==> src/rtl/mcu_scheduler_if.sv <==
// Bundles the configuration, datapath handshake and status signals of mcu_scheduler.
// stall_cycles exists only when MCU_SCHED_PERF_EN is defined.
interface mcu_scheduler_if #(
    parameter int CH    = 3,
    parameter int MCU_W = 16
);
    localparam int CHW = $clog2(CH + 1);

    logic [1:0]       cfg_mode;
    logic [MCU_W-1:0] cfg_num_mcus;
    logic [MCU_W-1:0] cfg_rst_intv;
    logic             start;
    logic             sym_valid;
    logic             block_done;
    logic             rmark_ack;

    logic [CHW-1:0]   ch;
    logic             freq;
    logic             dc_clr;
    logic             rmark_req;
    logic             dec_en;
    logic [MCU_W-1:0] mcu_idx;
    logic             busy;
    logic             done;
`ifdef MCU_SCHED_PERF_EN
    logic [31:0]      stall_cycles;
`endif

    modport master (
`ifdef MCU_SCHED_PERF_EN
        input  stall_cycles,
`endif
        output cfg_mode, cfg_num_mcus, cfg_rst_intv, start,
        output sym_valid, block_done, rmark_ack,
        input  ch, freq, dc_clr, rmark_req, dec_en, mcu_idx, busy, done
    );

    modport slave (
`ifdef MCU_SCHED_PERF_EN
        output stall_cycles,
`endif
        input  cfg_mode, cfg_num_mcus, cfg_rst_intv, start,
        input  sym_valid, block_done, rmark_ack,
        output ch, freq, dc_clr, rmark_req, dec_en, mcu_idx, busy, done
    );
endinterface

==> src/rtl/mcu_scheduler.sv <==
// Block/MCU/scan sequencer for the entropy decoder with restart-interval handling.
// Optional stall counter enabled by defining MCU_SCHED_PERF_EN.
module mcu_scheduler #(
    parameter int CH    = 3,
    parameter int MCU_W = 16
) (
    input  logic           clk,
    input  logic           rst,
    mcu_scheduler_if.slave bus
);
    localparam int CHW = $clog2(CH + 1);

    localparam logic [2:0] S_IDLE    = 3'd0;
    localparam logic [2:0] S_DC      = 3'd1;
    localparam logic [2:0] S_AC      = 3'd2;
    localparam logic [2:0] S_MCU_END = 3'd3;
    localparam logic [2:0] S_RMARK   = 3'd4;
    localparam logic [2:0] S_FIN     = 3'd5;

    logic [2:0]       state, state_nxt;
    logic [1:0]       mode_q;
    logic [MCU_W-1:0] num_q, intv_q;
    logic [MCU_W-1:0] intv_cnt, mcu_idx_q;
    logic [2:0]       blk_cnt, blk_nxt;
    logic [CHW-1:0]   ch_q;

    logic             start_ok, blk_end, blk_last, mcu_last, intv_hit;
    logic [MCU_W-1:0] mcu_inc, intv_inc;

    function automatic logic [2:0] last_blk(input logic [1:0] m);
        case (m)
            2'd1:    return 3'd2;
            2'd2:    return 3'd5;
            default: return 3'd0;
        endcase
    endfunction

    // Component order: 4:4:4 is Y,Cb,Cr; 4:2:0 is four Y then Cb,Cr.
    function automatic logic [CHW-1:0] ch_of(input logic [1:0] m, input logic [2:0] b);
        case (m)
            2'd1:    return CHW'(b);
            2'd2:    return (b == 3'd4) ? CHW'(1) : (b == 3'd5) ? CHW'(2) : CHW'(0);
            default: return CHW'(0);
        endcase
    endfunction

    assign start_ok = (state == S_IDLE) && bus.start;
    // A DC-only block (EOB in the same cycle as the DC symbol) finishes straight from DC.
    assign blk_end  = bus.block_done &&
                      ((state == S_AC) || ((state == S_DC) && bus.sym_valid));
    assign blk_last = (blk_cnt == last_blk(mode_q));
    assign blk_nxt  = blk_last ? 3'd0 : 3'(blk_cnt + 3'd1);
    assign mcu_inc  = mcu_idx_q + MCU_W'(1);
    assign intv_inc = intv_cnt + MCU_W'(1);
    assign mcu_last = (mcu_inc == num_q);
    assign intv_hit = (intv_q != '0) && (intv_inc == intv_q);

    always_comb begin
        // NOTE: default first so every path assigns state_nxt and no latch is inferred.
        state_nxt = state;
        case (state)
            S_IDLE:    if (bus.start) state_nxt = (bus.cfg_num_mcus == '0) ? S_FIN : S_DC;
            S_DC:      if (blk_end)            state_nxt = blk_last ? S_MCU_END : S_DC;
                       else if (bus.sym_valid) state_nxt = S_AC;
            S_AC:      if (blk_end) state_nxt = blk_last ? S_MCU_END : S_DC;
            S_MCU_END: state_nxt = mcu_last ? S_FIN : (intv_hit ? S_RMARK : S_DC);
            S_RMARK:   if (bus.rmark_ack) state_nxt = S_DC;
            S_FIN:     state_nxt = S_IDLE;
            default:   state_nxt = S_IDLE;
        endcase
    end

    always_ff @(posedge clk or negedge rst) begin
        if (!rst) begin
            state     <= S_IDLE;
            mode_q    <= 2'd0;
            num_q     <= '0;
            intv_q    <= '0;
            intv_cnt  <= '0;
            mcu_idx_q <= '0;
            blk_cnt   <= 3'd0;
            ch_q      <= '0;
        end else begin
            // NOTE: non-blocking assignments so every register samples pre-edge values.
            state <= state_nxt;
            if (start_ok) begin
                mode_q    <= (bus.cfg_mode == 2'd3) ? 2'd0 : bus.cfg_mode;
                num_q     <= bus.cfg_num_mcus;
                intv_q    <= bus.cfg_rst_intv;
                intv_cnt  <= '0;
                mcu_idx_q <= '0;
                blk_cnt   <= 3'd0;
                ch_q      <= '0;
            end
            if (blk_end) begin
                blk_cnt <= blk_nxt;
                ch_q    <= ch_of(mode_q, blk_nxt);
            end
            if (state == S_MCU_END) begin
                mcu_idx_q <= mcu_inc;
                intv_cnt  <= intv_inc;
                blk_cnt   <= 3'd0;
            end
            if ((state == S_RMARK) && bus.rmark_ack) intv_cnt <= '0;
        end
    end

    assign bus.ch        = ch_q;
    assign bus.freq      = (state == S_AC);
    assign bus.dec_en    = (state == S_DC) || (state == S_AC);
    assign bus.dc_clr    = (start_ok && (bus.cfg_num_mcus != '0)) ||
                           ((state == S_RMARK) && bus.rmark_ack);
    assign bus.rmark_req = (state == S_RMARK);
    assign bus.mcu_idx   = mcu_idx_q;
    // The completion cycle reports done with busy already low.
    assign bus.busy      = (state != S_IDLE) && (state != S_FIN);
    assign bus.done      = (state == S_FIN);

`ifdef MCU_SCHED_PERF_EN
    logic [31:0] stall_q;

    always_ff @(posedge clk or negedge rst) begin
        if (!rst) begin
            stall_q <= '0;
        end else if (start_ok) begin
            stall_q <= '0;
        end else if (((state == S_MCU_END) || (state == S_RMARK)) && (stall_q != '1)) begin
            stall_q <= stall_q + 32'd1;
        end
    end

    assign bus.stall_cycles = stall_q;
`endif
endmodule

==> src/flat_wrapper.sv <==
// flat-port wrapper written by rule: the top's interface ports become plain ports
module mcu_scheduler_flat 
#(
    parameter int CH    = 3,
    parameter int MCU_W = 16
)
  (clk, rst, bus_cfg_mode, bus_cfg_num_mcus, bus_cfg_rst_intv, bus_start, bus_sym_valid, bus_block_done, bus_rmark_ack, bus_ch, bus_freq, bus_dc_clr, bus_rmark_req, bus_dec_en, bus_mcu_idx, bus_busy, bus_done);
  mcu_scheduler_if #(.CH(CH), .MCU_W(MCU_W)) bus_i ();
  input  logic clk;
  input  logic rst;
  input wire logic [$bits(bus_i.cfg_mode)-1:0] bus_cfg_mode;
  input wire logic [$bits(bus_i.cfg_num_mcus)-1:0] bus_cfg_num_mcus;
  input wire logic [$bits(bus_i.cfg_rst_intv)-1:0] bus_cfg_rst_intv;
  input wire logic [$bits(bus_i.start)-1:0] bus_start;
  input wire logic [$bits(bus_i.sym_valid)-1:0] bus_sym_valid;
  input wire logic [$bits(bus_i.block_done)-1:0] bus_block_done;
  input wire logic [$bits(bus_i.rmark_ack)-1:0] bus_rmark_ack;
  output wire logic [$bits(bus_i.ch)-1:0] bus_ch;
  output wire logic [$bits(bus_i.freq)-1:0] bus_freq;
  output wire logic [$bits(bus_i.dc_clr)-1:0] bus_dc_clr;
  output wire logic [$bits(bus_i.rmark_req)-1:0] bus_rmark_req;
  output wire logic [$bits(bus_i.dec_en)-1:0] bus_dec_en;
  output wire logic [$bits(bus_i.mcu_idx)-1:0] bus_mcu_idx;
  output wire logic [$bits(bus_i.busy)-1:0] bus_busy;
  output wire logic [$bits(bus_i.done)-1:0] bus_done;
  assign bus_i.cfg_mode = bus_cfg_mode;
  assign bus_i.cfg_num_mcus = bus_cfg_num_mcus;
  assign bus_i.cfg_rst_intv = bus_cfg_rst_intv;
  assign bus_i.start = bus_start;
  assign bus_i.sym_valid = bus_sym_valid;
  assign bus_i.block_done = bus_block_done;
  assign bus_i.rmark_ack = bus_rmark_ack;
  assign bus_ch = bus_i.ch;
  assign bus_freq = bus_i.freq;
  assign bus_dc_clr = bus_i.dc_clr;
  assign bus_rmark_req = bus_i.rmark_req;
  assign bus_dec_en = bus_i.dec_en;
  assign bus_mcu_idx = bus_i.mcu_idx;
  assign bus_busy = bus_i.busy;
  assign bus_done = bus_i.done;
  mcu_scheduler #(.CH(CH), .MCU_W(MCU_W)) u_core (.clk(clk), .rst(rst), .bus(bus_i));
endmodule
==> config.mk <==
export PLATFORM = sky130hd
export DESIGN_NAME = mcu_scheduler_flat
export DESIGN_NICKNAME = d
export VERILOG_FILES = /design/src/rtl/mcu_scheduler_if.sv /design/src/rtl/mcu_scheduler.sv /design/src/flat_wrapper.sv
export SDC_FILE = /design/constraint.sdc
export NUM_CORES = 1
export LEC_CHECK = 0
export CAP_MARGIN = 30
export CORE_ASPECT_RATIO = 1.2
export CORE_MARGIN = 1.5
export CORE_UTILIZATION = 40
export DETAILED_ROUTE_END_ITERATION = 16
export GPL_ROUTABILITY_DRIVEN = 0
export PLACE_DENSITY = 0.72
export SETUP_SLACK_MARGIN = 0.05
export SKIP_CTS_REPAIR_TIMING = 1
export SKIP_LAST_GASP = 1
export SYNTH_ARGS = -nofsm -noshare
export SYNTH_HDL_FRONTEND = slang
export SYNTH_SLANG_ARGS = --single-unit
export TNS_END_PERCENT = 1
==> constraint.sdc <==
create_clock -name clk -period 2.7 [get_ports clk]
set_clock_uncertainty 0.15 [all_clocks]
set_input_delay 0.54 -clock clk [delete_from_list [all_inputs] [get_ports clk]]
set_output_delay 0.54 -clock clk [all_outputs]
set_load 0.03 [all_outputs]
==> flow_summary.json, run 1 <==
{
  "synth_cell_types": 64,
  "r2r_end": "u_core.state[2]$_DFFE_PN0P_",
  "synth.most_common_cell": "nand2_1",
  "leakagePower_nw": 2.45,
  "slew_viol_final": 0,
  "layout_min_cycle_time_ns": 2.68,
  "htreeDepth": 3,
  "clkPwrFrac_pct": 25.7,
  "io_buffers": 63,
  "power.density_nw_per_um2": 891,
  "pin_count": 64,
  "fmax_ghz": 0.373,
  "critPathMaxStageDelay_ns": 0.44,
  "path_delay_family": "buffers and inverters",
  "drive_gt1_share_pct": 9.65,
  "critPathSlowestCell": "clkdlybuf4s50_1",
  "wl_per_cell_um": 15.3,
  "crit_path_start_kind": "input port",
  "relSlewSlack_pct": 58.3,
  "yosys-top-cells-count": "nand2_1 (130), dfrtp_1 (74), o21ai_0 (60)",
  "ant_nets": 0,
  "grt_pass1_vias": 4115,
  "worst-path-buf-inv": 2,
  "synth_cells": 562,
  "grt_pass1_wl_mm": 19.6,
  "ys_dominant_reg_cell": "dfrtp_1",
  "tightest_slew_ns": 0.622,
  "drt_pass1_iterations": 5,
  "core_area_um2": 11200,
  "synth_area_leaders": "dfrtp_1 (40%), nand2_1 (11%), o21ai_0 (6.5%)",
  "rr_startpoint": "u_core.intv_cnt[0]$_DFFE_PN0P_",
  "finalSetupViolCount": 0,
  "drt_wl_total_mm": 12.0,
  "drtIter0Drc": 251,
  "cts.sinks": 74,
  "cp.arrival_ns": 1.99,
  "path_cells": "clkdlybuf4s50_1, nor4_2, nand4_1, a22o_1, buf_4",
  "cts-root-buf": "clkbuf_16",
  "clkTransAtPathRegs_ns": 0.06,
  "hold_path.class": "in2async",
  "synth_area_leader_cell": "dfrtp_1",
  "fillers": 1062,
  "initial_core_util_pct": 41.5,
  "nets": 673,
  "cts_buffers": 9,
  "r2r_cells": 7,
  "num_antenna_cells": 0,
  "num_rows": 42,
  "synth_edf_count": 0,
  "tritoncts": "yes",
  "cts_buffer_depth": 2,
  "die_height_um": 121,
  "place_area_um2": 5480,
  "track_usage_pct": 20.1,
  "p_sw_share_pct": 38.9,
  "die_x_um": 101,
  "grt_antenna_before_repair": 0,
  "fin_area_um2": 5860,
  "critPathCapture": "bus_dc_clr",
  "path_class": "in2out",
  "synth_nets": 608,
  "final_hold_viol_count": 0,
  "grt_start_max_net_pins": 75,
  "seqCellArea_um2": 1850,
  "num_vias": 4329,
  "pwr-share-seq_pct": 34.5,
  "synth_top_area_share_pct": 39.9,
  "combinationalPowerShare_pct": 39.8,
  "async_flop_share_pct": 100,
  "avgSynthCellArea_um2": 8.26,
  "synth-seq-cells": 74,
  "switching_power_mw": 2.03,
  "insertion_delay_ns": 0.34,
  "cp_max_fo": 2,
  "cp.required_ns": 2.01,
  "yosysWarnings": 0,
  "intPower_mw": 3.19,
  "post-dp-hpwl_mm": 8.53,
  "maxCapViolations": 0,
  "endpoint_kind": "primary output",
  "timing.final.crit_share_pct": 99.2,
  "rrSetupSlack_ns": 0.15,
  "die_area_um2": 12300,
  "grt_setup_unrepaired": "yes",
  "status": "finished clean",
  "ys_seq_area_share_pct": 39.9,
  "path_depth": 5,
  "drc": 0,
  "synthToLayoutAreaGrowth_pct": 26.3,
  "max-vdd-ir-drop_mv": 0.389,
  "syn_area_um2": 4640,
  "overflow": 0,
  "crit_start": "bus_cfg_num_mcus[2]",
  "via_per_inst": 5.51,
  "fin_setup_tns_ns": 0,
  "multiInputGateArea_um2": 2630
}
-- placed cells by master (no fill, tap or decap), types with 10 or more instances in the layout --
| cell | netlist | final |
|---|---|---|
| a21oi_1 | 13 | 13 |
| buf_4 | 2 | 21 |
| clkdlybuf4s50_1 | 0 | 60 |
| dfrtp_1 | 74 | 74 |
| inv_1 | 10 | 10 |
| nand2_1 | 130 | 130 |
| nand3_1 | 15 | 14 |
| nor2_1 | 40 | 40 |
| o21ai_0 | 60 | 60 |
| o31ai_1 | 11 | 11 |
| xnor2_1 | 26 | 26 |
| xor2_1 | 14 | 14 |
-- per-stage QoR --
stage                     hold WS, ns  setup WS, ns  utilization (%)  total power, mW  instances
after detailed placement        0.336       -0.0317             49.0             3.85        770
after global placement          0.331       -0.0426             48.9             3.75        769
final                          0.0545        0.0208             52.4             5.23        786
after CTS                      0.0931       -0.0417             52.0             5.21        786
after floorplan                0.0944        0.0906                -             3.20        562
after global routing            0.111       -0.0567             52.4             5.57        786
-- sequential cells by signal, summed over array words and instances (netlist names) --
signal and cells:
u_core.bus.mcu_idx 16, u_core.intv_cnt 16, u_core.intv_q 16, u_core.num_q 16
u_core.blk_cnt 3, u_core.state 3, u_core.bus.ch 2, u_core.mode_q 2
-- logic make-up (layout without fill, tap and decap cells) --
group,count (synthesis),in the layout,synth area share [%]
AO/OA/AOI/OAI,130,130,17.9
XOR/XNOR,40,40,7.55
adder cells (fa/ha/maj),6,6,1.62
buffers and inverters,42,112,4.34
flip-flops,74,74,39.9
multiplexers,3,3,0.647
AND/OR/NAND/NOR,267,267,28.1
-- area by class of cell --
cell class,count,share of cell area [%]
clock buffers,12,4.54
clock inverters,4,1.24
repair buffers,86,14.0
flip-flops and latches,74,31.6
well taps,154,3.29
inverters,10,0.640
multi-input cells,446,44.8
-- worst min path at each step --
stage,start,cells after the start,endpoint,slack (ns)
finish,rst,2,u_core.intv_q[9]$_DFFE_PN0P_,0.05
global route,rst,2,u_core.intv_q[9]$_DFFE_PN0P_,0.11
CTS,rst,2,u_core.intv_q[9]$_DFFE_PN0P_,0.09
detailed placement,u_core.num_q[9]$_DFFE_PN0P_,2,u_core.num_q[9]$_DFFE_PN0P_,0.34
global placement,u_core.num_q[10]$_DFFE_PN0P_,2,u_core.num_q[10]$_DFFE_PN0P_,0.33
floorplan,rst,0,u_core.blk_cnt[0]$_DFFE_PN0P_,0.09
-- worst register-to-register path: stages, from the launching register on --
cell,delay (ns)
dfrtp_1,0.45
ha_1,0.35
xor2_1,0.15
a2111oi_1,0.36
o2111ai_1,0.23
nor4b_1,0.46
a32oi_1,0.19
o21ai_1,0.15
-- power by group through the flow --
stage / logic [mW] / registers [mW] / clock network (mW)
CTS: 2.06 / 1.79 / 1.36
finish: 2.08 / 1.80 / 1.34
floorplan: 1.47 / 1.72 / 0
global route: 2.31 / 1.85 / 1.40
detailed placement: 2.05 / 1.80 / 0
global placement: 1.96 / 1.79 / 0
-- metal layers --
layer,vias to the layer above,track usage (%),share of wire (%)
li1,2115,-,-
met1,2054,25.5,44
met2,141,34.4,49
met3,19,3.00,5.2
met4,0,7.29,1.8
met5,-,0,0
(Power assumes the default switching activity.)
==> inputs of run 2 (changes only) <==
Settings changed: PLACE_DENSITY 0.72 to 0.75.
Clock period 2.7 ns to 2.4 ns, I/O delays scaled along.
==> run 2 against run 1 <==
  * The flow now finishes with violations (negative setup slack)
  * Non-clock buffer count rose by 31
  * Global-route usage increased by 1.5 points
  * Combinational power increased by 22%
  * Register-to-register slack got worse by 0.22 ns
  * Sequential share of layout area is 0.89 points lower
  * Flip-flop and latch count did not move
  * Clock-buffer cell count shrank 2
  * Core utilization rose by 1.6 points
  * Die area is the same
  * Cell area rose by 3.0%
==> flow_summary.json, run 2 (synthesis gave the netlist of run 1 again) <==
{
  "holdWs_ns": 0.00218,
  "grt_setup_unrepaired": "yes",
  "setup_ws_ns": -0.155,
  "wl_per_cell_um": 15.4,
  "drt_pass1_iterations": 5,
  "synthToLayoutAreaGrowth_pct": 30.2,
  "fmax_ghz": 0.391,
  "hold_path.class": "in2async",
  "via_per_inst": 5.59,
  "grt_antenna_before_repair": 0,
  "slew_viol_final": 0,
  "grt_pass1_wl_mm": 20.7,
  "utilization_pct": 54.0,
  "drive_gt1_share_pct": 13.7,
  "tritoncts": "yes",
  "pre_cts_ws_ns": -0.211,
  "cp.required_ns": 1.77,
  "nets": 704,
  "violations": "negative setup slack",
  "num_vias": 4570,
  "htreeDepth": 3,
  "grt_pass1_vias": 4446,
  "core_area_um2": 11200,
  "seqCellArea_um2": 1850,
  "die_area_um2": 12300,
  "layout_min_cycle_time_ns": 2.56,
  "die_x_um": 101,
  "num_antenna_cells": 0,
  "initial_core_util_pct": 41.5,
  "pin_count": 64,
  "layout_common_cells": "nand2_1 (130), dfrtp_1 (72), o21ai_0 (60)",
  "crit_path_start_kind": "input port",
  "max-vdd-ir-drop_mv": 0.556,
  "cts-root-buf": "clkbuf_16",
  "timing.final.crit_share_pct": 106,
  "drtIter0Drc": 199,
  "leakagePower_nw": 2.60,
  "status": "finished, violations left",
  "final_hold_viol_count": 0,
  "relSlewSlack_pct": 60.9,
  "post-dp-hpwl_mm": 9.14,
  "drc": 0,
  "io_buffers": 63,
  "cp_max_fo": 2,
  "cp.arrival_ns": 1.93,
  "overflow": 0,
  "finalPower_mw": 5.78,
  "final_common_cell": "nand2_1",
  "die_height_um": 121,
  "tightest_slew_ns": 0.581,
  "num_rows": 42,
  "cts_buffer_depth": 2,
  "drt_wl_total_mm": 12.6,
  "track_usage_pct": 21.5,
  "grt_start_max_net_pins": 75,
  "endpoint_kind": "primary output",
  "maxCapViolations": 0,
  "fillers": 1018,
  "finalSetupViolCount": 5,
  "clkTransAtPathRegs_ns": 0.06,
  "cts.sinks": 74,
  "insertion_delay_ns": 0.34,
  "ant_nets": 0,
  "power.density_nw_per_um2": 956,
  "multiInputGateArea_um2": 2600,
  "path_class": "in2out",
  "cts_buffers": 9
}
[run 2: cell types whose count changed in the layout (fill, tap and decap cells not counted), moves of 2 or more]
| cell | delta |
|---|---|
| buf_12 | +2 |
| buf_4 | +31 |
| buf_6 | -2 |
| bufinv_16 | -2 |
| clkbuf_8 | -2 |
| clkdlybuf4s50_1 | -2 |
| clkinv_4 | +2 |
| dfrtp_1 | -2 |
| dfrtp_2 | +2 |
| dlymetal6s2s_1 | +2 |
| nor4_1 | +2 |
| nor4_2 | -2 |
[run 2: layer usage]
metal | vias to the layer above | GRT usage, % | part of all wire [%]
met5 | - | 0 | 0
met4 | 0 | 9.90 | 3.2
met3 | 30 | 3.97 | 5.0
met2 | 150 | 37.2 | 51
met1 | 2210 | 25.8 | 41
li1 | 2180 | - | -
[run 2: worst paths after layout]
kind	from	end	slack [ns]	cells past startpoint
max reg2reg	u_core.bus.mcu_idx[4]$_DFFE_PN0P_	u_core.state[2]$_DFFE_PN0P_	-0.07	7
max	bus_cfg_num_mcus[12]	bus_dc_clr	-0.16	6
max in group asynchronous	rst	u_core.bus.mcu_idx[0]$_DFFE_PN0P_	1.74	2
min reg2reg	u_core.num_q[4]$_DFFE_PN0P_	u_core.num_q[4]$_DFFE_PN0P_	0.35	2
min in group clk	bus_cfg_num_mcus[15]	u_core.num_q[15]$_DFFE_PN0P_	0.27	3
min	rst	u_core.intv_cnt[5]$_DFFE_PN0P_	0.002	2
[run 2: power breakdown]
part	switching [mW]	internal (mW)
combinational	1.42	1.11
sequential	0.373	1.60
clock	0.547	0.727
total	2.34	3.44
[run 2: cell type report]
cell class	instances	area share, %
inverters	10	0.621
repair buffers	117	17.8
well taps	154	3.19
flip-flops and latches	74	30.7
clock inverters	6	0.704
multi-input cells	446	43.1
clock buffers	10	3.96
[run 2: stage by stage]
stage	instance area [um2]	std cells	TNS, ns
after floorplan	4650	562	0
after global placement	5750	801	-0.214
after detailed placement	5750	801	-0.245
after CTS	6030	817	-0.638
after global routing	6040	817	-1.02
final	6040	817	-0.433
[run 2: critical path: stages]
cell and delay [ns]:
clkdlybuf4s50_1 0.45, nor4_2 0.25, buf_4 0.16, nand4_1 0.16, a22o_1 0.25, buf_4 0.17
==> inputs of run 3 (changes only) <==
Settings changed: CTS_BUF_LIST set to sky130_fd_sc_hd__clkbuf_16, MAX_ROUTING_LAYER set to met4, PLACE_DENSITY 0.75 to 0.72.
Clock period 2.4 ns to 3.14 ns, I/O delays scaled along.
==> run 3 against run 2 <==
  * The run now ends clean
  * Cell count is 4.8% lower
  * First-iteration DRC count up 40%
  * Clock-buffer cell count shrank 1
  * Setup slack improved by 0.35 ns
  * Register-to-register slack better by 0.50 ns
  * Critical endpoint unchanged
  * Largest power group unchanged
  * Highest routed layer unchanged
==> flow_summary.json, run 3 (synthesis gave the netlist of run 1 again) <==
{
  "status": "finished clean",
  "layout_min_cycle_time_ns": 2.94,
  "drt_pass1_iterations": 5,
  "critPathSlowestCell": "clkdlybuf4s50_1",
  "htreeDepth": 3,
  "insertion_delay_ns": 0.34,
  "fin_setup_tns_ns": 0,
  "layout_common_cells": "nand2_1 (130), dfrtp_1 (74), clkdlybuf4s50_1 (61)",
  "tritoncts": "yes",
  "fin_area_um2": 5690,
  "initial_core_util_pct": 41.5,
  "finalSetupViolCount": 0,
  "relSlewSlack_pct": 57.9,
  "grt_setup_unrepaired": "no",
  "synthToLayoutAreaGrowth_pct": 22.7,
  "crit_path_start_kind": "input port",
  "overflow": 0,
  "drive_gt1_share_pct": 6.89,
  "track_usage_pct": 21.7,
  "cpMostUsedCell": "buf_4",
  "drc": 0,
  "cp.arrival_ns": 2.17,
  "grt_pass1_wl_mm": 20.4,
  "cts-root-buf": "clkbuf_16",
  "rr_startpoint": "u_core.bus.mcu_idx[0]$_DFFE_PN0P_",
  "leakagePower_nw": 2.36,
  "wl_per_cell_um": 15.5,
  "pin_count": 64,
  "die_height_um": 121,
  "min_from": "u_core.num_q[0]$_DFFE_PN0P_",
  "grt_pass1_vias": 4333,
  "num_vias": 4333,
  "drt_wl_total_mm": 12.0,
  "post-dp-hpwl_mm": 8.59,
  "hold_path.class": "reg2reg",
  "place_area_um2": 5400,
  "min_to": "u_core.num_q[0]$_DFFE_PN0P_",
  "tightest_slew_ns": 0.625,
  "rrSetupSlack_ns": 0.43,
  "drtIter0Drc": 279,
  "via_per_inst": 5.57,
  "timing.final.crit_share_pct": 93.8,
  "clkTransAtPathRegs_ns": 0.06,
  "final_hold_viol_count": 0,
  "core_area_um2": 11200,
  "num_rows": 42,
  "cts_buffers": 9,
  "stdcell_count": 778,
  "io_buffers": 63,
  "die_area_um2": 12300,
  "r2r_end": "u_core.state[2]$_DFFE_PN0P_",
  "cp.required_ns": 2.36,
  "path_class": "in2out",
  "grt_antenna_before_repair": 0,
  "pre_cts_ws_ns": 0.215,
  "cts_buffer_depth": 2,
  "r2r_cells": 8,
  "endpoint_kind": "primary output",
  "grt_start_max_net_pins": 43,
  "final_common_cell": "nand2_1",
  "cp_max_fo": 2,
  "fmax_ghz": 0.340,
  "utilization_pct": 50.9,
  "holdPathStages": 2,
  "slew_viol_final": 0,
  "critPathMaxStageDelay_ns": 0.43,
  "power.density_nw_per_um2": 752,
  "maxCapViolations": 0,
  "cts.sinks": 74,
  "path_cells": "clkdlybuf4s50_1, nor4_1, buf_4, nand4_1, buf_4, a22o_1, buf_4",
  "nets": 665,
  "die_x_um": 101,
  "num_antenna_cells": 0,
  "dp_cells": 761,
  "setup_ws_ns": 0.196,
  "max-vdd-ir-drop_mv": 0.327,
  "ant_nets": 0
}
-- run 3: cell count changes in the layout (fill, tap and decap cells not counted), sizes merged --
cell           delta
buf              -40
bufinv            +1
clkbuf            -1
clkdlybuf4s50     +3
clkinv            +2
clkinvlp          -2
dlygate4sd3       +1
dlymetal6s2s      -3
-- run 3: worst max-delay path by stage --
stage | from | to | slack [ns] | cells after the start
final | bus_cfg_num_mcus[10] | bus_dc_clr | 0.20 | 7
after global routing | u_core.state[2]$_DFFE_PN0P_ | bus_rmark_req | 0.13 | 3
after detailed placement | bus_cfg_num_mcus[10] | bus_dc_clr | 0.21 | 7
after global placement | bus_cfg_num_mcus[10] | bus_dc_clr | 0.23 | 7
after floorplan | u_core.bus.mcu_idx[0]$_DFFE_PN0P_ | u_core.state[0]$_DFFE_PN0P_ | 0.53 | 8
after CTS | bus_cfg_num_mcus[10] | bus_dc_clr | 0.18 | 7
-- run 3: through the flow --
step / hold slack [ns] / power [mW]
6_report: 0.343 / 4.28
4_1_cts: -0.0727 / 4.29
3_3_place_gp: 0.288 / 3.20
3_5_place_dp: 0.293 / 3.27
5_1_grt: 0.367 / 4.60
2_1_floorplan: 0.182 / 2.75
-- run 3: where the power goes --
group	total (mW)	switching, mW	leakage [nW]	internal, mW
sequential	1.56	0.343	0.974	1.22
clock	0.999	0.394	0.142	0.605
combinational	1.72	0.989	1.25	0.732
-- run 3: final cells by class --
class                   instances  area, um2
fillers                      1040       5500
multi-input cells             446       2590
flip-flops and latches         74       1850
repair buffers                 78        738
clock buffers                   9        225
well taps                     154        193
clock inverters                 7       60.1
inverters                      10       37.5
-- run 3: per-layer routing --
metal	up-vias	wire length (um)	track usage [%]
met5	-	0	-
met4	0	297	9.55
met3	23	581	2.82
met2	136	6070	36.3
met1	2075	5100	26.1
li1	2099	-	-
-- run 3: worst max-delay path, delay by kind of cell --
family | cells | cell delay (ns)
buf+inv | 4 | 0.95
compound gates | 1 | 0.20
simple gates | 2 | 0.39
